`src/rtl/my_pkg.sv`:
```
// Shared types and constants for the fetch-to-decode instruction queue.
package my_pkg;

   localparam int IFQ_DEPTH = 4;

   typedef struct packed {
      logic [31:0] pc;
      logic [31:0] pc_link;
      logic [31:0] instr;
   } ifq_entry_t;

endpackage

```
`src/rtl/ifq_storage.sv`:
```
// Entry array for the IF/ID queue: one synchronous write port, one
// asynchronous read port, cleared by the asynchronous reset.
module ifq_storage
   import my_pkg::*;
#(
   parameter int DEPTH = IFQ_DEPTH,
   parameter int AW    = $clog2(DEPTH)
) (
   input  logic            CLK,
   input  logic            RSTn,
   input  logic            wr_en,
   input  logic [AW-1:0]   wr_addr,
   input  ifq_entry_t      wr_data,
   input  logic [AW-1:0]   rd_addr,
   output ifq_entry_t      rd_data
);

   ifq_entry_t mem [DEPTH];

   always_ff @(posedge CLK or negedge RSTn) begin
      if (!RSTn) begin
         for (int i = 0; i < DEPTH; i++) begin
            mem[i] <= '0;
         end
      end else if (wr_en) begin
         mem[wr_addr] <= wr_data;
      end
   end

   assign rd_data = mem[rd_addr];

endmodule

```
`src/rtl/ifid_queue.sv`:
```
// IF/ID decoupling queue: pointer and occupancy control around ifq_storage,
// with ready/valid handshakes on both sides and a flush from PC changes.
module ifid_queue
   import my_pkg::*;
#(
   parameter int DEPTH = IFQ_DEPTH
) (
   input  logic                      CLK,
   input  logic                      RSTn,
   input  logic                      EN,
   input  logic                      flush,
   input  logic                      in_valid,
   output logic                      in_ready,
   input  logic [31:0]               in_pc,
   input  logic [31:0]               in_pc_link,
   input  logic [31:0]               in_instr,
   output logic                      out_valid,
   input  logic                      out_ready,
   output logic [31:0]               out_pc,
   output logic [31:0]               out_pc_link,
   output logic [31:0]               out_instr,
   output logic [$clog2(DEPTH):0]    count
);

   localparam int AW = $clog2(DEPTH);
   localparam logic [AW:0] FULL_COUNT = (AW+1)'(DEPTH);

   logic [AW-1:0] wr_ptr;
   logic [AW-1:0] rd_ptr;
   logic          push;
   logic          pop;
   ifq_entry_t    wr_entry;
   ifq_entry_t    head;

   // Handshakes depend only on registered count, so out_ready never reaches in_ready.
   assign in_ready  = RSTn & EN & ~flush & (count != FULL_COUNT);
   assign out_valid = RSTn & EN & ~flush & (count != '0);
   assign push      = in_valid & in_ready;
   assign pop       = out_valid & out_ready;

   assign wr_entry = '{pc: in_pc, pc_link: in_pc_link, instr: in_instr};

   ifq_storage #(
      .DEPTH (DEPTH),
      .AW    (AW)
   ) u_storage (
      .CLK     (CLK),
      .RSTn    (RSTn),
      .wr_en   (push),
      .wr_addr (wr_ptr),
      .wr_data (wr_entry),
      .rd_addr (rd_ptr),
      .rd_data (head)
   );

   // Power-of-two depth lets the pointers wrap by natural overflow.
   always_ff @(posedge CLK or negedge RSTn) begin
      if (!RSTn) begin
         wr_ptr <= '0;
         rd_ptr <= '0;
         count  <= '0;
      end else if (EN) begin
         if (flush) begin
            wr_ptr <= '0;
            rd_ptr <= '0;
            count  <= '0;
         end else begin
            if (push) begin
               wr_ptr <= wr_ptr + 1'b1;
            end
            if (pop) begin
               rd_ptr <= rd_ptr + 1'b1;
            end
            unique case ({push, pop})
               2'b10:   count <= count + 1'b1;
               2'b01:   count <= count - 1'b1;
               default: count <= count;
            endcase
         end
      end
   end

   assign out_pc      = out_valid ? head.pc      : 32'h0;
   assign out_pc_link = out_valid ? head.pc_link : 32'h0;
   assign out_instr   = out_valid ? head.instr   : 32'h0;

endmodule

```
`config.mk`:
```
export PLATFORM = sky130hd
export DESIGN_NAME = ifid_queue
export DESIGN_NICKNAME = d
export VERILOG_FILES = /design/src/rtl/my_pkg.sv /design/src/rtl/ifq_storage.sv /design/src/rtl/ifid_queue.sv
export SDC_FILE = /design/constraint.sdc
export NUM_CORES = 1
export LEC_CHECK = 0
export ABC_AREA = 1
export BUFFER_PORTS_ARGS = -buffer_cell sky130_fd_sc_hd__buf_2
export CAP_MARGIN = 0
export CELL_PAD_IN_SITES_DETAIL_PLACEMENT = 1
export CELL_PAD_IN_SITES_GLOBAL_PLACEMENT = 1
export CORE_MARGIN = 3
export CORE_UTILIZATION = 47
export DETAILED_ROUTE_END_ITERATION = 10
export GPL_TIMING_DRIVEN = 1
export PLACE_DENSITY = 0.9
export SKIP_LAST_GASP = 1
export SLEW_MARGIN = 20
export SYNTH_ARGS = -nofsm -noshare
export SYNTH_HDL_FRONTEND = slang
export SYNTH_HIERARCHICAL = 1
export SYNTH_SLANG_ARGS = --single-unit
```
`constraint.sdc`:
```
create_clock -name CLK -period 2.95 [get_ports CLK]
set_input_delay 0.295 -clock CLK [delete_from_list [all_inputs] [get_ports CLK]]
set_output_delay 0.295 -clock CLK [all_outputs]
set_load 0.005 [all_outputs]
```
==> results_dict.tcl <==
set metrics [dict create \
    power_density_nw_per_um2 952 \
    hold_viol_final 0 \
    path_common_cell "nand2_1" \
    crit_type "reg2out" \
    vias 20972 \
    synth_edf_count 0 \
    setup_viol 0 \
    final_cell_mix "nand2_1, inv_1, dfrtp_1" \
    tightest_slew_ps 1240 \
    cts_tree "yes" \
    clock_skew_ps 27.1 \
    cts.clk_slew.worst_paths_ps 60 \
    ys_seq_area_frac 0.463 \
    drive_above_1_share 0.102 \
    place_hpwl_um 40500 \
    drc 0 \
    grt_pass1_wl_um 121000 \
    cts_buffers 46 \
    synth_top_family_by_area "simple AND/OR/NAND/NOR gates" \
    endpoint_kind "output pin" \
    clock.fmax_mhz 355 \
    post_cts_buffers 0 \
    syn-num-nets 3170 \
    clock_latency_ps 590 \
    cts_sinks 391 \
    r2r_slack_ps 360 \
    hold_path_class "in2reg" \
    worst_hold_startpoint "in_pc_link[8]" \
    root_buffer "clkbuf_16" \
    layout_commonest_cell "nand2_1" \
    worstReg2RegStart "count[1]$_DFFE_PN0P_" \
    syn_inst 3067 \
    die_y_um 218 \
    ys_async_sr_fraction 1.00 \
    dp_worst_setup_slack_ps 601 \
    synth_ff_type "dfrtp_1" \
    cp.required_ps 2650 \
    path_cells "buf_4 > buf_6 > nand2_1 > nand3_1 > nand2_1 > inv_1 > nor2_1 > buf_2" \
    leakagePower_nw 14.3 \
    cap_violations 0 \
    fp.coreArea_um2 44300 \
    period_needed_ps 2810 \
    placement.io_buffers 202 \
    reg2regPathDepth 7 \
    yosys.area_share.xor_xnor 0.000415 \
    synth_compound_area_frac 0.0257 \
    wl_per_cell_um 19.6 \
    synthAdderAreaFrac 0.000593 \
    detail-route-antenna-nets 0 \
    grt_remaining_overflow 0 \
    num-nets-final 3320 \
    worst_slack_ps 135 \
    whs_endpoint "u_storage/mem[40]$_DFFE_PN0P_" \
    status "finished clean" \
    gr-usage-all-layers 0.317 \
    arrival_ps 2520 \
    start_util 0.476 \
    setup-tns-final_ps 0 \
    row_count 77 \
    cp_max_fo 41 \
    timing.final.crit_share 0.954 \
    grt_pass1_vias 22938 \
    wl_um 75500 \
    rsz0062_at_grt "no" \
    r2r_end "u_storage/mem[296]$_DFFE_PN0P_" \
    die_x_um 218 \
    area_growth_pct 17.2 \
    ir_worst_vdd_v 0.000677 \
    dp.cells 3688 \
    synth-seq-cells 391 \
    drt_iter0_drc 1364 \
    syn-cell-area_um2 21100 \
    synth-simple-area-share 0.357 \
    antenna_found_initial 5 \
    ioPinCount 203 \
    relSlewSlack 0.174 \
    startpoint_type "flip-flop" \
    power_mw 23.6 \
    final_cells 3848 \
    max_stage_delay_ps 470 \
    gp_congestion 0.804 \
    ys_types 24 \
    vias_per_cell 5.45 \
    slowest_stage "dfrtp_4" \
    maxSlewViolCount 0 \
    clk_path_buf_depth 3 \
    syn_avg_cell_area_um2 6.88 \
    h-tree-depth 2 \
    grt_max_degree 215 \
    yosysWarnings 6 \
    dieArea_um2 47500 \
    synthMuxAreaShare 0 \
    first_pass_iters 7 \
    holdPathStages 3 \
]
worst max-delay path: cells and delay by family (launching register included):
kind                   cells  cell delay [ps]
flip-flops                 1              470
buffers and inverters      4             1050
AND/OR/NAND/NOR            4              400
metal layers:
layer | wire (um) | vias to the layer above | track usage
met2 | 38000 | 730 | 0.562
met3 | 4510 | 173 | 0.0543
met4 | 2370 | 4 | 0.122
met5 | 16 | - | 0
li1 | - | 9587 | -
met1 | 30600 | 10478 | 0.384
registers in the layout, indices dropped and copies added, names as in the netlist:
register	flops
wr_ptr	2
count	3
u_storage/mem	384
rd_ptr	2
synthesized netlist by cell type, types with 2 or more instances:
| cell type | count | share of area |
|---|---|---|
| nand3_1 | 294 | 0.070 |
| nand2_1 | 1174 | 0.21 |
| inv_2 | 5 | 0.00089 |
| inv_1 | 586 | 0.10 |
| dfrtp_1 | 391 | 0.46 |
| buf_4 | 14 | 0.0050 |
| nand3_2 | 3 | 0.0014 |
| buf_6 | 4 | 0.0021 |
| nor2_1 | 97 | 0.017 |
| a21oi_1 | 8 | 0.0019 |
| buf_1 | 28 | 0.0050 |
| nand4_1 | 192 | 0.057 |
| nand2_2 | 3 | 0.00089 |
| nor2_4 | 2 | 0.0011 |
| clkbuf_1 | 57 | 0.010 |
| buf_2 | 106 | 0.025 |
| o21ai_1 | 96 | 0.023 |
cell families after synthesis:
family          Yosys count
simple gates           1767
buf+inv                 800
flops                   391
compound gates          107
xor+xnor                  1
fa+ha+maj                 1
what timing repair did:
item                                   in CTS  in global routing
endpoints found under the hold margin     239                  0
hold buffers                               73                  0
setup endpoints to repair                   0                 17
resized for setup                           0                  1
where the power goes:
| part | switching (mW) | internal [mW] |
|---|---|---|
| sequential | 1.43 | 7.70 |
| combinational | 5.90 | 2.69 |
| clock | 2.32 | 3.53 |
final cells by class:
class                           count  area (um2)
Antenna cell                        3        7.51
Clock buffer                       75        1450
Clock inverter                      9        97.6
Fill cell                        5763       19600
Inverter                          591        2230
Multi-Input combinational cell   1876        8140
Sequential cell                   391        9800
Tap cell                          592         741
Timing Repair Buffer              311        2260
per-stage QoR:
step / hold slack, ps / util / instance area, um2
2_1_floorplan: -0.591 / - / 21100
3_3_place_gp: 118 / 0.506 / 22400
3_5_place_dp: 118 / 0.506 / 22400
4_1_cts: 0.196 / 0.558 / 24700
5_1_grt: 8.88 / 0.558 / 24700
6_report: 27.4 / 0.558 / 24700
worst max path at each step:
stage,from,endpoint,slack [ps],cells after the start
after floorplan,count[1]$_DFFE_PN0P_,u_storage/mem[356]$_DFFE_PN0P_,1290,10
after global placement,rd_ptr[0]$_DFFE_PN0P_,out_instr[29],690,8
after detailed placement,RSTn,u_storage/mem[186]$_DFFE_PN0P_,600,8
after CTS,rd_ptr[0]$_DFFE_PN0P_,out_pc_link[13],20,8
after global routing,rd_ptr[0]$_DFFE_PN0P_,out_pc_link[16],40,8
final,rd_ptr[0]$_DFFE_PN0P_,out_pc_link[16],140,8
Power figures use the tool's default switching activity.
